<file path="src/rtl/dmem_arbiter.sv">
// dmem_arbiter: two-master dmem arbiter with parked grant, bounded hold and address/alignment checks
module dmem_arbiter #(
  parameter int          ADDR_W   = 11,
  parameter logic [31:0] BASE     = 32'h1001_0000,
  parameter int          MAX_HOLD = 4
) (
  input  logic              clk,
  input  logic              rst,
  input  logic              m0_req,
  input  logic              m0_rd,
  input  logic [1:0]        m0_size,
  input  logic [31:0]       m0_addr,
  input  logic [31:0]       m0_wdata,
  output logic              m0_ack,
  output logic              m0_err,
  output logic [31:0]       m0_rdata,
  input  logic              m1_req,
  input  logic              m1_rd,
  input  logic [1:0]        m1_size,
  input  logic [31:0]       m1_addr,
  input  logic [31:0]       m1_wdata,
  output logic              m1_ack,
  output logic              m1_err,
  output logic [31:0]       m1_rdata,
  output logic              dm_cs,
  output logic              dm_r,
  output logic              dm_w_w,
  output logic              dm_w_h,
  output logic              dm_w_b,
  output logic [ADDR_W-1:0] dm_addr,
  output logic [31:0]       dm_data_in,
  input  logic [31:0]       dm_data_out
);
  localparam int HOLD_W = $clog2(MAX_HOLD + 1);
  localparam logic [HOLD_W-1:0] LAST = HOLD_W'(MAX_HOLD - 1);
  logic              owner_q, owner_d;
  logic [HOLD_W-1:0] hold_q, hold_d;
  logic              s_req, s_rd, s_err, x_req, go, acc, keep;
  logic [1:0]        s_size;
  logic [31:0]       s_addr, s_wdata, off;
  always_comb begin
    s_req   = owner_q ? m1_req : m0_req;
    s_rd    = owner_q ? m1_rd : m0_rd;
    s_size  = owner_q ? m1_size : m0_size;
    s_addr  = owner_q ? m1_addr : m0_addr;
    s_wdata = owner_q ? m1_wdata : m0_wdata;
    x_req   = owner_q ? m0_req : m1_req;
    off     = s_addr - BASE;
    s_err   = ((off >> ADDR_W) != 32'd0) || (s_size == 2'b00) ||
              (s_size == 2'b11 && s_addr[1:0] != 2'b00) || (s_size == 2'b10 && s_addr[0]);
    go      = rst && s_req;
    acc     = go && !s_err;
    m0_ack  = go && !owner_q;
    m1_ack  = go && owner_q;
    m0_err  = m0_ack && s_err;
    m1_err  = m1_ack && s_err;
    m0_rdata = (m0_ack && acc && s_rd) ? dm_data_out : 32'd0;
    m1_rdata = (m1_ack && acc && s_rd) ? dm_data_out : 32'd0;
    dm_cs   = acc;
    dm_r    = acc && s_rd;
    dm_w_w  = acc && !s_rd && s_size == 2'b11;
    dm_w_h  = acc && !s_rd && s_size == 2'b10;
    dm_w_b  = acc && !s_rd && s_size == 2'b01;
    dm_addr = acc ? off[ADDR_W-1:0] : '0;
    dm_data_in = (acc && !s_rd) ? s_wdata : 32'd0;
    // owner keeps the grant while it keeps transferring, up to MAX_HOLD in a row against a waiter
    keep    = s_req && hold_q < LAST;
    owner_d = (x_req && !keep) ? !owner_q : owner_q;
    hold_d  = (x_req && keep) ? hold_q + 1'b1 : '0;
  end
  always_ff @(posedge clk or negedge rst) begin
    if (!rst) begin
      owner_q <= 1'b0;
      hold_q  <= '0;
    end else begin
      owner_q <= owner_d;
      hold_q  <= hold_d;
    end
  end
endmodule

</file>
<file path="config.mk">
export PLATFORM = sky130hd
export DESIGN_NAME = dmem_arbiter
export DESIGN_NICKNAME = d
export VERILOG_FILES = /design/src/rtl/dmem_arbiter.sv
export SDC_FILE = /design/constraint.sdc
export NUM_CORES = 1
export LEC_CHECK = 0
export BUFFER_PORTS_ARGS = -buffer_cell sky130_fd_sc_hd__buf_2
export CAP_MARGIN = 20
export CORE_AREA = 2 2 112 114
export CTS_CLUSTER_SIZE = 16
export DETAILED_ROUTE_END_ITERATION = 10
export DIE_AREA = 0 0 114 116
export PLACE_DENSITY_LB_ADDON = 0.05
export SLEW_MARGIN = 30
export SYNTH_ARGS = -nofsm -noshare
export SYNTH_HDL_FRONTEND = slang
export SYNTH_SLANG_ARGS = --single-unit
</file>
<file path="constraint.sdc">
create_clock -name clk -period 5.4 [get_ports clk]
set_input_delay 1.08 -clock clk [delete_from_list [all_inputs] [get_ports clk]]
set_output_delay 1.08 -clock clk [all_outputs]
set_load 0.005 [all_outputs]
</file>
# Word-level counts from Yosys, hierarchy flattened
# Index checks and enable logic that the tools add are counted.
# word_totals
ff_bits,4
latchBits,0
ramBits,0
romBits,0
input_bits,170
output_inout_bits,116
wordCells,49
mem_count,0
# op_classes
n_addsub,2
multipliers,0
div,0
magnitude_cmp,1
eq_ne,3
shift,0
muxes,11
bitwise,0
n_reduce_logical,30
# op_table
cell,count
32-bit two-way mux,5
32-bit nonzero test,1
32-bit by 29-bit subtractor with 32-bit output (second input constant),1
1-bit logical AND,20
11-bit two-way mux,1
2-bit == test (second input constant),2
1-bit logical NOT,4
3-bit by 1-bit adder with 3-bit output (second input constant),1
1-bit logical OR,3
3-bit by 2-bit less-than comparator with 1-bit output (second input constant),1
1-bit two-way mux,3
3-bit two-way mux,1
2-bit by 1-bit == test with 1-bit output (second input constant),1
2-bit logical NOT,1
2-bit two-way mux,1
2-bit nonzero test,1

# Depth between registers and ports, before layout
# Gate-level depths: netlist of run 1.
# depth
depth_word,11
depth_mapped,14
depth_no_buf,8

# Least setup slack after synthesis of run 1
# No wires, ideal clock.
# synth_timing
path_type,reg2out
startpoint,register owner_q
endpoint,output dm_data_in[15]
arrival_ns,3.219
t_required_ns,4.320
path_slack_ns,1.101
stages_incl_launch_ff,15
path_buffers,6
path_cell_list,dfrtp_1 > buf_4 > buf_6 > buf_2 > buf_1 > mux2i_1 > ha_1 > and4bb_1 > o221ai_1 > xnor2_1 > and4_1 > o221ai_2 > buf_6 > buf_6 > nor4_2
# synth_between
elab_chain_len,10
elab_cells_between_ends,22
cone_classes,add/sub (1); eq/ne (2); mux (6); reduce/logical (13)
# synth_rtl
element,line_no,source
"start, declared",36,"logic owner_q, owner_d;"
"start signal, assigned",76,owner_q <= owner_d;
32-bit two-way mux,45,s_addr = owner_q ? m1_addr : m0_addr;
32-bit by 29-bit subtractor with 32-bit output,48,off = s_addr - BASE;
32-bit nonzero test,49,s_err = ((off >> ADDR_W) != 32'd0) || (s_size == 2'b00) ||
1-bit logical OR (2 in a row),49,
1-bit logical OR,50,(s_size == 2'b11 && s_addr[1:0] != 2'b00) || (s_size == 2'b10 && s_addr[0]);
1-bit logical NOT,52,acc = go && !s_err;
1-bit logical AND,52,
1-bit logical AND,65,dm_data_in = (acc && !s_rd) ? s_wdata : 32'd0;
32-bit two-way mux *,65,
"end, declared",31,"output logic [31:0] dm_data_in,"
# Every way passes the cells marked *; elsewhere a longest branch is shown, timed or not.

# Final worst setup path of run 1
# layout_timing
startpoint,input m1_addr[17]
endpoint,output dm_data_in[0]
# layout_between
elab_chain_len,10
# layout_rtl
element,line_no,source
"start, declared",20,"input logic [31:0] m1_addr,"
32-bit two-way mux,45,
32-bit by 29-bit subtractor with 32-bit output,48,
32-bit nonzero test,49,
1-bit logical OR (2 in a row),49,
1-bit logical OR,50,
1-bit logical NOT,52,
1-bit logical AND,52,
1-bit logical AND,65,
32-bit two-way mux,65,
# Every way passes these cells.

==> reports/qor.csv, run 1 <==
stage;metric;value;unit
drt;antenna-violating nets left;0;
clock_network;CTS clk-pin slew, worst paths;0.03;ns
critical_path;Worst setup EP type;output port;
finish;share of cells above drive strength 1;0.515;
placed_design;placed insts;766;
die;Initial Util;0.214;
drt;DR vias;3917;
logic_synthesis;sequential element share of the synthesized area;0.0392;
logic_synthesis;Cell variety after synth;54;
die;I/O Pins;286;
global_routing;global route overflow;0;
global_routing;all-layer global routing usage;0.165;
logic_synthesis;Post-synth EDFFs;0;
drt;number of DRC markers in iteration 0;187;
job;max_cap viols;0;
logic_synthesis;Mapped Cells;378;
timing;Slew @ Worst Pin;0.892;ns
critical_path;WS Path Type;in2out;
placed_design;Post-DP HPWL;9650;um
die;row count;40;
clock_network;Clock Sinks;4;
finish;# fillers;1345;
clock_network;Hold-fix buffers, CTS;0;
timing;max_slew headroom;0.405;
global_routing;vias in the first global route;3430;
drt;routed len/inst;16.3;um
critical_path;type of origin of the critical path;primary input;
timing;Setup Skew;0.00335;ns
clock_network;clk buf depth;2;
clock_network;TritonCTS Buffers;3;
global_routing;first-pass GRT wire length;17900;um
die;Die X;114;um
logic_synthesis;Synth Net Count;550;
pwr;Peak supply drop;0.0624;mV
timing;setup TNS;0;ns
clock_network;Clock H-tree levels;1;
timing;Fmax;0.201;GHz
logic_synthesis;Seq cells post-synth;4;
clock_network;Post CTS Setup Buffer Count;0;
critical_path;Data required, critical path;4.32;ns
pwr;P_leak;2.05;nW
die;Die Area;13200;um^2
finish;Final #Nets;796;
global_routing;initial antenna violation count;0;
placed_design;number of I/O port buffers;285;
pwr;PwrDens;99.8;nW/um^2
finish;synthesis-to-layout area growth;61.3;%
logic_synthesis;fraction of synthesis flops using an asynchronous set or reset pin;1.00;
timing;period utilization;0.920;
finish;Cell Count, Final, Fillers Out;770;
drt;drt total wl;12500;um
clock_network;CTS tree;yes;
logic_synthesis;Syn Area/Cell;6.75;um^2
critical_path;CP max FO;29;
logic_synthesis;Netlist Area Pre-Place;2550;um^2
hold_path;Hold WC Path Type;reg2reg;
timing;Final Hold Violating Endpoints;0;
die;area of the core;11900;um^2
timing;Setup violations, final;0;
logic_synthesis;Primary FF master, synth;dfrtp_1;
drt;DRC;0;
critical_path;Critical Path AT;3.89;ns
placed_design;Placer Congestion;0.793;
timing;RSZ-0062 raised after global routing;false;
timing;min cycle time layout;4.97;ns
die;die height;116;um
drt;Via density;5.09;
drt;drt first pass iters;4;
clock_network;Clock Latency Late Sink;0.22;ns
clock_network;CTS root buffer;clkbuf_16;
timing;Pins Over Slew Limit;0;
finish;Antenna Diode Count;0;
logic_synthesis;YS warnings;0;
global_routing;largest net degree at the start of global routing;67;
clock_network;post-CTS sizing;0;
status;run status;finished, final reports clean;
layer usage:
layer  up-vias  wire (um)  track usage
li1       1962          -            -
met4         0         92       0.0163
met5         -          0            0
met2       176       6190        0.292
met1      1771       5220        0.212
met3         8       1020       0.0392
kinds of logic (layout without fill, tap and decap cells):
family | count (synthesis) | in the layout | synth area share
buffers and inverters | 58 | 303 | 0.105
flip-flops | 4 | 4 | 0.0392
adder cells (fa/ha/maj) | 2 | 2 | 0.00981
AO/OA/AOI/OAI | 31 | 31 | 0.102
multiplexers | 51 | 51 | 0.201
XOR/XNOR | 3 | 3 | 0.0103
AND/OR/NAND/NOR | 229 | 229 | 0.533
worst paths after layout:
check / start / to / slack, ns / cells past startpoint
min in group asynchronous: rst / owner_q / 0.67 / 1
hold reg to reg: hold_q[2] / hold_q[0] / 0.44 / 1
max in group asynchronous: rst / owner_q / 4.58 / 1
hold / removal: hold_q[2] / hold_q[0] / 0.44 / 1
setup / recovery: m1_addr[17] / dm_data_in[0] / 0.43 / 11
setup reg to reg: owner_q / owner_q / 4.18 / 2
cell usage after synthesis, types with 2 or more instances:
cell,number,area (um^2)
buf_2,14,70.1
a32oi_1,2,17.5
nor3b_1,4,30.0
and2_1,2,12.5
nor2_1,8,30.0
a21oi_1,3,15.0
and4_1,3,26.3
nand2_1,74,278
o21a_1,2,15.0
mux2_2,2,22.5
buf_1,2,7.51
a311oi_1,3,26.3
ha_1,2,25.0
inv_1,6,22.5
nor4b_1,3,26.3
clkbuf_1,30,113
nand4b_1,2,17.5
o21ai_0,3,15.0
buf_4,3,22.5
nor4b_2,2,30.0
mux2i_1,49,490
buf_6,3,33.8
nor3_1,17,85.1
o31a_1,2,17.5
xnor2_1,2,17.5
nand3b_1,3,22.5
nand2b_1,2,12.5
nor4_2,12,150
dfrtp_1,4,100
nand3_1,2,10.0
a22o_1,2,17.5
nor4_1,88,551
power by group:
part	internal (mW)	switching, mW
registers	0.0323	0.0112
logic	0.110	0.138
clock network	0.0975	0.0213
final cells by class:
cell class / count / area, um^2 / area share
timing repair buffer: 293 / 1510 / 0.367
tap: 147 / 184 / 0.0447
inverter: 6 / 22.5 / 0.00547
clock buffer: 4 / 78.8 / 0.0192
multi-input combinational: 316 / 2210 / 0.538
sequential: 4 / 104 / 0.0252
cell usage in the layout, fill, tap and decap left out, types with 3 or more instances in the layout:
cell type,synthesis,routed
buf_4,3,6
nor2_1,8,7
and4_1,3,3
a21oi_1,3,3
a311oi_1,3,3
inv_1,6,6
nand2_1,74,74
dfrtp_1,4,3
nor4b_1,3,3
mux2i_1,49,49
nand3b_1,3,3
nor3b_1,4,4
o21ai_0,3,3
buf_2,14,285
nor3_1,17,17
nor4_2,12,12
nor4_1,88,88
clkbuf_16,0,3
through the flow:
step                      setup slack (ns)   util  instance area, um^2  hold slack (ns)  total power [mW]
after floorplan                       1.10      -                 2550            0.409             0.194
after global placement               0.448  0.339                 4040            0.426             0.289
after detailed placement             0.477  0.339                 4040            0.434             0.292
after CTS                            0.458  0.345                 4110            0.438             0.415
after global routing                 0.253  0.345                 4110            0.473             0.438
final                                0.431  0.345                 4110            0.441             0.410
worst max-delay path, cell delays in order:
cell      delay, ns
buf_2          0.10
mux2i_1        0.15
ha_1           0.30
nor4b_4        0.37
nor3b_1        0.11
o41ai_2        0.33
and4_1         0.30
o221ai_4       0.28
buf_12         0.29
nor4_1         0.38
buf_2          0.19
flip-flops by register name, indices dropped and copies added (netlist names):
name,flops
hold_q,3
owner_q,1
No activity file was read; power rests on OpenSTA's default activity.
==> run 2: changes to the inputs <==
- BUFFER_PORTS_ARGS: -buffer_cell sky130_fd_sc_hd__buf_2 -> -buffer_cell sky130_fd_sc_hd__clkbuf_2
==> run 2 against run 1 <==
Against the previous run: combinational power barely moved; register-to-register slack got worse by 0.07 ns; power up 2.0%; utilization barely moved; routed wire length rose by 1.6%; sequential cell count unchanged; cell area is 0.12% higher; first-iteration DRC count increased by 66%; critical endpoint is now dm_w_w; sequential share of layout area about the same.
==> reports/qor.csv, run 2 (synthesis gave the netlist of run 1 again) <==
stage;metric;value;unit;change
finish;most frequent cells in the layout;clkbuf_2 (285), nor4_1 (88), nand2_1 (74);;was buf_2 (285), nor4_1 (88), nand2_1 (74)
finish;Final #Nets;795;;was 796
critical_path;type of origin of the critical path;primary input;;unchanged
pwr;reported net switching power;0.175;mW;was 0.171 mW
timing;Final Hold Violating Endpoints;0;;unchanged
finish;Regs by FF count;hold_q (3), owner_q (1);;unchanged
critical_path;reg2reg end;owner_q;;unchanged
drt;antenna-violating nets left;0;;unchanged
clock_network;post-CTS sizing;0;;unchanged
pwr;Peak supply drop;0.0797;mV;was 0.0624 mV
critical_path;worst reg2reg startpoint;owner_q;;unchanged
job;max_cap viols;0;;unchanged
timing;setup TNS;0;ns;unchanged
die;Initial Util;0.214;;unchanged
placed_design;Placer Congestion;0.871;;was 0.793
finish;synthesis-to-layout area growth;61.5;%;was 61.3%
hold_path;Hold WC Path Type;reg2reg;;unchanged
timing;RSZ-0062 raised after global routing;false;;unchanged
timing;Setup Skew;0.00660;ns;was 0.00335 ns
die;die height;116;um;unchanged
clock_network;CTS tree;yes;;unchanged
timing;Pins Over Slew Limit;0;;unchanged
clock_network;TritonCTS Buffers;3;;unchanged
clock_network;CTS root buffer;clkbuf_16;;unchanged
critical_path;Critical Path AT;3.77;ns;was 3.89 ns
timing;min cycle time layout;4.85;ns;was 4.97 ns
critical_path;CP max FO;29;;unchanged
drt;DRC;0;;unchanged
finish;Reg area;104;um^2;unchanged
global_routing;all-layer global routing usage;0.169;;was 0.165
status;run status;finished, final reports clean;;unchanged
die;row count;40;;unchanged
critical_path;Worst setup EP type;output port;;unchanged
pwr;switching share of power;0.417;;was 0.416
global_routing;first-pass GRT wire length;18200;um;was 17900 um
pwr;sequential share of power;0.109;;was 0.106
clock_network;CTS clk-pin slew, worst paths;0.04;ns;was 0.03 ns
finish;share of cells above drive strength 1;0.514;;was 0.515
die;Die X;114;um;unchanged
hold_path;Hold Path Depth;1;;unchanged
finish;commonest non-fill, non-tap cell in the layout;clkbuf_2;;was buf_2
critical_path;CP Launch Point;m1_addr[16];;was m1_addr[17]
critical_path;worst reg-to-reg setup slack;4.11;ns;was 4.18 ns
timing;max_slew headroom;0.408;;was 0.405
die;Die Area;13200;um^2;unchanged
clock_network;Post CTS Setup Buffer Count;0;;unchanged
pwr;P_leak;1.98;nW;was 2.05 nW
pwr;PnR Total Power;0.418;mW;was 0.410 mW
placed_design;pre-CTS setup slack;0.571;ns;was 0.477 ns
drt;Via density;5.04;;was 5.09
finish;Antenna Diode Count;0;;unchanged
timing;Slew @ Worst Pin;0.889;ns;was 0.892 ns
clock_network;Clock Sinks;4;;unchanged
pwr;clock share of power;0.291;;was 0.290
drt;drt total wl;12700;um;was 12500 um
global_routing;largest net degree at the start of global routing;115;;was 67
clock_network;Clock Latency Late Sink;0.23;ns;was 0.22 ns
timing;Fmax;0.206;GHz;was 0.201 GHz
placed_design;number of I/O port buffers;285;;unchanged
clock_network;Clock H-tree levels;1;;unchanged
clock_network;clk buf depth;2;;unchanged
die;area of the core;11900;um^2;unchanged
global_routing;vias in the first global route;3548;;was 3430
critical_path;WS Path Type;in2out;;unchanged
global_routing;initial antenna violation count;0;;unchanged
drt;number of DRC markers in iteration 0;311;;was 187
critical_path;Data required, critical path;4.32;ns;about the same
timing;Setup violations, final;0;;unchanged
finish;Top reg by flops;hold_q;;unchanged
critical_path;Worst Reg-to-Reg Cells;2;;unchanged
critical_path;Worst Setup EP;dm_w_w;;was dm_data_in[0]
finish;Multi-input gate area;2210;um^2;unchanged
global_routing;global route overflow;0;;unchanged
drt;DR vias;3875;;was 3917
finish;Largest register FFs;3;;unchanged
pwr;PwrDens;102;nW/um^2;was 99.8 nW/um^2
pwr;combinational power share;0.600;;was 0.604
drt;drt first pass iters;4;;unchanged
placed_design;Post-DP HPWL;10000;um;was 9650 um
pwr;internal power;0.244;mW;was 0.240 mW
clock_network;Hold-fix buffers, CTS;0;;unchanged
finish;# fillers;1337;;was 1345
die;I/O Pins;286;;unchanged
drt;routed len/inst;16.5;um;was 16.3 um
timing;final setup margin;0.555;ns;was 0.431 ns
timing;period utilization;0.897;;was 0.920
[run 2: cell count changes in the layout (fill, tap and decap cells not counted), sizes merged]
| cell | before | now |
|---|---|---|
| buf | 293 | 7 |
| clkbuf | 4 | 289 |
[run 2: area by class of cell]
type / count / area share
multi-input cells: 316 / 0.537
repair buffers: 292 / 0.368
well taps: 147 / 0.0447
flip-flops and latches: 4 / 0.0252
clock buffers: 4 / 0.0191
inverters: 6 / 0.00547
[run 2: worst max-delay path, stage by stage]
cell and delay, ns:
clkbuf_2 0.10, mux2i_1 0.16, ha_1 0.30, and4bb_1 0.34, o21ai_1 0.10, nand4b_1 0.17, a21boi_1 0.39, o221ai_4 0.35
buf_12 0.28, a2111oi_2 0.31, clkbuf_2 0.18
[run 2: through the flow]
step           cell area [um^2]  hold slack (ns)  utilization  std cells
4_1_cts                    4120            0.434        0.346        769
3_3_place_gp               4040            0.426        0.339        765
2_1_floorplan              2550            0.409            -        378
5_1_grt                    4120            0.454        0.346        769
3_5_place_dp               4040            0.444        0.339        765
6_report                   4120            0.427        0.346        769
[run 2: power by group through the flow]
stage	registers [mW]	clock network (mW)	logic, mW
6_report	0.0456	0.122	0.251
5_1_grt	0.0469	0.127	0.274
4_1_cts	0.0454	0.124	0.253
3_5_place_dp	0.0457	0	0.253
3_3_place_gp	0.0459	0	0.251
2_1_floorplan	0.0328	0	0.161
[run 2: per-layer routing]
layer  track usage  vias to the layer above  part of all wire
li1              -                     1962                 -
met1         0.202                     1724              0.40
met2         0.308                      177              0.51
met3        0.0481                       12             0.086
met4        0.0236                        0             0.012
met5             0                        -                 0
[run 2: how the worst min path moves through the flow]
stage	startpoint	end	slack, ns
after floorplan	hold_q[2]	hold_q[0]	0.41
after global placement	hold_q[2]	hold_q[0]	0.43
after detailed placement	hold_q[2]	hold_q[0]	0.44
after CTS	hold_q[2]	hold_q[0]	0.43
after global routing	hold_q[2]	hold_q[0]	0.45
final	hold_q[2]	hold_q[0]	0.43
